===== src/rtl/fifo_arb_pkg.sv =====
// Shared types, default parameters and width helper for the FIFO write arbiter.
package fifo_arb_pkg;

   typedef enum logic {IDLE, BURST} state_t;

   localparam int N_REQ_DEF     = 4;
   localparam int DW_DEF        = 4;
   localparam int MAX_BURST_DEF = 4;
   localparam int CNT_W_DEF     = 16;

   // Width of a requester index; never narrower than one bit.
   function automatic int id_w(input int n);
      return (n <= 2) ? 1 : $clog2(n);
   endfunction

endpackage


===== src/rtl/fifo_wr_arbiter_rr_pick.sv =====
// Combinational round-robin selector: first set bit of req searching upward
// from last+1, wrapping modulo N.
module rr_pick
   import fifo_arb_pkg::*;
#(
   parameter int N = 4,
   parameter int W = 2
) (
   input  logic [N-1:0] req,
   input  logic [W-1:0] last,
   output logic         any,
   output logic [W-1:0] idx
);

   logic         found;
   logic [W-1:0] cand;

   assign any = |req;

   // Scan N candidates starting just after the previous winner.
   always_comb begin
      idx   = '0;
      found = 1'b0;
      cand  = '0;
      for (int k = 1; k <= N; k++) begin
         cand = W'((int'(last) + k) % N);
         if (!found && req[cand]) begin
            idx   = cand;
            found = 1'b1;
         end
      end
   end

endmodule


===== src/rtl/fifo_wr_arbiter.sv =====
// Round-robin arbiter sharing one async-FIFO write port among N_REQ
// requesters, with bounded bursts, lossless stall on full and per-requester
// accepted-beat counters. Lives entirely in the FIFO write-clock domain.
module fifo_wr_arbiter
   import fifo_arb_pkg::*;
#(
   parameter int N_REQ     = N_REQ_DEF,
   parameter int DW        = DW_DEF,
   parameter int MAX_BURST = MAX_BURST_DEF,
   parameter int CNT_W     = CNT_W_DEF
) (
   input  logic                      clk,
   input  logic                      wr_rst,
   input  logic                      arb_en,
   input  logic [N_REQ-1:0]          req_valid,
   input  logic [N_REQ*DW-1:0]       req_data,
   output logic [N_REQ-1:0]          req_ready,
   input  logic                      fifo_full,
   output logic                      fifo_wr_en,
   output logic [DW-1:0]             fifo_wdata,
   output logic [id_w(N_REQ)-1:0]    grant_id,
   output logic                      busy,
   output logic [N_REQ*CNT_W-1:0]    beat_cnt
);

   localparam int GW = id_w(N_REQ);

   state_t              state;
   state_t              state_next;
   logic [GW-1:0]       last_grant;
   logic [GW-1:0]       pick_idx;
   logic                pick_any;
   logic [7:0]          burst_cnt;
   logic                grant_valid;
   logic                xfer;
   logic                last_beat;
   logic [CNT_W-1:0]    cnt [N_REQ];

   rr_pick #(
      .N (N_REQ),
      .W (GW)
   ) u_pick (
      .req  (req_valid),
      .last (last_grant),
      .any  (pick_any),
      .idx  (pick_idx)
   );

   assign grant_valid = req_valid[grant_id];
   assign busy        = (state == BURST);
   assign xfer        = busy && grant_valid && !fifo_full;
   assign last_beat   = (burst_cnt == 8'(MAX_BURST - 1));
   assign fifo_wr_en  = xfer;
   assign fifo_wdata  = req_data[int'(grant_id)*DW +: DW];

   // Only the granted requester sees ready, and only while the FIFO has room.
   always_comb begin
      req_ready = '0;
      if (busy && !fifo_full) req_ready[grant_id] = 1'b1;
   end

   // Next state: grant when allowed, release on the final beat or when the
   // granted requester drops valid. A full FIFO simply holds BURST.
   always_comb begin
      state_next = state;
      case (state)
         IDLE:    if (arb_en && pick_any) state_next = BURST;
         BURST: begin
            if (xfer && last_beat)  state_next = IDLE;
            else if (!grant_valid)  state_next = IDLE;
         end
         default: state_next = IDLE;
      endcase
   end

   // State, grant bookkeeping and beat counters; reset aborts any burst.
   always_ff @(posedge clk or negedge wr_rst) begin
      if (!wr_rst) begin
         state      <= IDLE;
         grant_id   <= '0;
         last_grant <= GW'(N_REQ - 1);
         burst_cnt  <= '0;
         for (int i = 0; i < N_REQ; i++) cnt[i] <= '0;
      end else begin
         state <= state_next;
         if (state == IDLE && arb_en && pick_any) begin
            grant_id   <= pick_idx;
            last_grant <= pick_idx;
            burst_cnt  <= '0;
         end
         if (xfer) begin
            burst_cnt     <= burst_cnt + 8'd1;
            cnt[grant_id] <= cnt[grant_id] + CNT_W'(1);
         end
      end
   end

   for (genvar g = 0; g < N_REQ; g++) begin : g_cnt_out
      assign beat_cnt[g*CNT_W +: CNT_W] = cnt[g];
   end

endmodule


===== config.mk =====
export PLATFORM = sky130hd
export DESIGN_NAME = fifo_wr_arbiter
export DESIGN_NICKNAME = d
export VERILOG_FILES = /design/src/rtl/fifo_arb_pkg.sv /design/src/rtl/fifo_wr_arbiter_rr_pick.sv /design/src/rtl/fifo_wr_arbiter.sv
export SDC_FILE = /design/constraint.sdc
export NUM_CORES = 1
export LEC_CHECK = 0
export BUFFER_PORTS_ARGS = -buffer_cell sky130_fd_sc_hd__buf_2
export CAP_MARGIN = 20
export CORE_ASPECT_RATIO = 1.2
export CORE_UTILIZATION = 53
export DETAILED_ROUTE_END_ITERATION = 8
export PLACE_DENSITY = 0.77
export SYNTH_ARGS = -nofsm -noshare
export SYNTH_HDL_FRONTEND = slang
export SYNTH_HIERARCHICAL = 1
export SYNTH_SLANG_ARGS = --single-unit

===== constraint.sdc =====
create_clock -name clk -period 2.57 [get_ports clk]
set_input_delay 0.1285 -clock clk [delete_from_list [all_inputs] [get_ports clk]]
set_output_delay 0.1285 -clock clk [all_outputs]
set_load 0.005 [all_outputs]

==> flow_summary.ini <==
[run_status]
outcome = complete, but fails checks
violations = hold timing

[sta]
max_slew_margin_pct = 37.04
hold_slack_ns = -0.008098
fmax_mhz = 420.0
setup_tns_ns = 0
min_period_ns = 2.381
period_share_pct = 92.66
setup_viol = 0
report.final.slew_viol_count = 0
worst_slew_pin_slew_ns = 0.9444
hold_viol_final = 6
clock_skew_ns = 0.01023
rsz0062_at_grt = no

[synthesis]
syn_inst = 363
synth.cell_area_um2 = 3880
syn-num-nets = 389
ys.flop_type = dfrtp_1
netlist.area_leader.share_pct = 48.37
yosys.cell_types.count = 42
async_reset_ff_share_pct = 100.0
ys_warn_count = 6
netlist_top_cells_area = dfrtp_1 (48%), nand2_1 (8.2%), mux4_2 (8.1%)
avgSynthCellArea_um2 = 10.69
seq_area_frac_synth_pct = 49.73
synth_top_area_cell = dfrtp_1
synth_most_common_cell = nand2_1
synth.ff_latch_count = 77
synth_edf_count = 0
synth_common_cells = nand2_1 (85), dfrtp_1 (75), o21ai_0 (37)

[die]
row_count = 33
die_w_um = 80.11
die_y_um = 95.73
design.core.area_um2 = 6937
boundaryPins = 100
initial_utilization_pct = 55.93
die_area_um2 = 7668

[routing]
wl_um = 9375
drtIter0Drc = 195
wl_per_cell_um = 16.83
drtPass1Iterations = 4
drc = 0
vias = 3162
post_drt_via_cell_ratio = 5.677
drtAntennaViolNets = 0

[cts]
cts_hold_buffers = 0
clkSlewWorstSetupHoldPaths_ns = 0.08
cts.htree.levels = 3
cts_buffers = 9
cts_tree = built
clock_path_buffers = 2
cts_sinks = 77
cts_resized = 0
cts_root_buffer = clkbuf_8
post-cts-setup-buffers = 0
clock_latency_ns = 0.36

[setup_path]
crit_chain = buf_12 -> mux4_2 -> ha_1 -> and2_1 -> nand4_1 -> xor2_1 -> o21ai_0
crit_fanout = 26
end_kind = register
criticalPathCategory = reg2reg
cp-start-kind = register
path_delay_family = multiplexers
critPathBufInv = 1
r2r-end = beat_cnt[54]
rrSetupSlack_ns = 0.19
reg2reg_from = grant_id[0]
critPathMaxStageDelay_ns = 0.61
r2r_cells = 7
crit_required_ns = 2.81
arrival_ns = 2.62
cpMaxStageDelayCell = mux4_2

[global_route]
grt-ovfl-total = 0
grt_pass1_vias = 3040
grt_max_degree = 78
antenna_found_initial = 0
grt_use_total_pct = 26.37
grt_pass1_wl_um = 14980

[finish]
fin_util_pct = 68.04
num-nets-final = 491
syn_to_final_growth_pct = 21.64
multi_input_area_um2 = 1800
diodes = 0
fill_cells = 548
layout-drive-gt1-share_pct = 32.34
seq_area_um2 = 1929

[power]
ir_worst_vdd_uv = 541.0
p_leak_uw = 0.002460
power_density_nw_per_um2 = 813.2

[placement]
gp_congestion = 0.8537
dpl.hpwl_um = 6773
io_buffers = 99

[run]
cap_viol_max_count = 0

[worst_hold_path]
hp-class = in2async
cell type report:
class                           instances  share of cell area, %
Tap cell                               87                  2.306
Clock buffer                           10                  2.916
Clock inverter                          6                  2.837
Sequential cell                        77                  40.88
Multi-Input combinational cell        263                  38.15
Timing Repair Buffer                  111                  12.67
Inverter                                3                 0.2386
metal layers:
metal | part of all wire (%) | wire (um) | vias to the layer above | GRT usage [%]
li1 | - | - | 1481 | -
met1 | 39 | 3649 | 1566 | 31.09
met2 | 54 | 5077 | 104 | 47.08
met3 | 5.7 | 536 | 11 | 5.782
met4 | 1.2 | 111 | 0 | 9.821
met5 | 0 | 0 | - | 0
layout by cell type, fill, tap and decap left out, types with 2 or more instances in the layout:
cell type / count
nor2_1: 17
nor4_2: 2
and2_1: 2
nand2_1: 85
buf_2: 99
o21ai_0: 37
xor2_1: 20
nand3_1: 9
o21ai_1: 10
clkbuf_8: 10
bufinv_16: 4
inv_1: 3
mux4_2: 14
mux4_1: 6
nand4_1: 6
and3_1: 6
or2_2: 2
and4_1: 2
a21oi_1: 5
dfrtp_1: 75
a31oi_1: 2
buf_4: 11
dfstp_2: 2
ha_1: 2
nor3_1: 9
xnor2_1: 8
mux2i_1: 3
nor3b_1: 3
worst max-delay path by stage:
| stage | startpoint | to | slack, ns | depth (start not counted) |
|---|---|---|---|---|
| 2_1_floorplan | grant_id[0] | beat_cnt[22] | 0.45 | 8 |
| 3_3_place_gp | grant_id[0] | beat_cnt[54] | 0.30 | 7 |
| 3_5_place_dp | grant_id[0] | beat_cnt[6] | 0.21 | 7 |
| 4_1_cts | grant_id[0] | beat_cnt[54] | 0.20 | 7 |
| 5_1_grt | grant_id[0] | beat_cnt[28] | 0.01 | 7 |
| 6_report | grant_id[0] | beat_cnt[54] | 0.19 | 7 |
cells by family (layout without fill, tap and decap cells):
kind of cell               after synthesis  after routing  synth area share [%]
adders and majority gates                2              2                0.6449
AOI/OAI and AO/OA                       55             55                 7.417
DFF                                     77             77                 49.73
buffers and inverters                   23            130                 3.870
xor gates and xnor gates                29             29                 6.740
muxes                                   23             23                 12.96
and+or+nand+nor                        154            154                 18.64
registers in the layout, summed over array words and instances, names as in the netlist:
| signal | count |
|---|---|
| beat_cnt | 64 |
| busy | 1 |
| grant_id | 2 |
| last_grant | 2 |
| burst_cnt | 8 |
report_power, final:
group	switching, uW	internal (uW)	leakage (uW)	total (uW)
sequential	136	1350	0.00105	1490
clock	462	770	0.000136	1230
combinational	608	512	0.00127	1120
stage by stage:
step | setup slack, ns | area (um^2) | power (uW) | instances
detailed placement | 0.2051 | 4448 | 2635 | 541
floorplan | 0.4497 | 3880 | 2282 | 363
CTS | 0.1954 | 4720 | 3858 | 557
finish | 0.1888 | 4720 | 3838 | 557
global placement | 0.3028 | 4448 | 2582 | 541
global route | 0.009609 | 4720 | 4037 | 557
(Power assumes the default switching activity.)
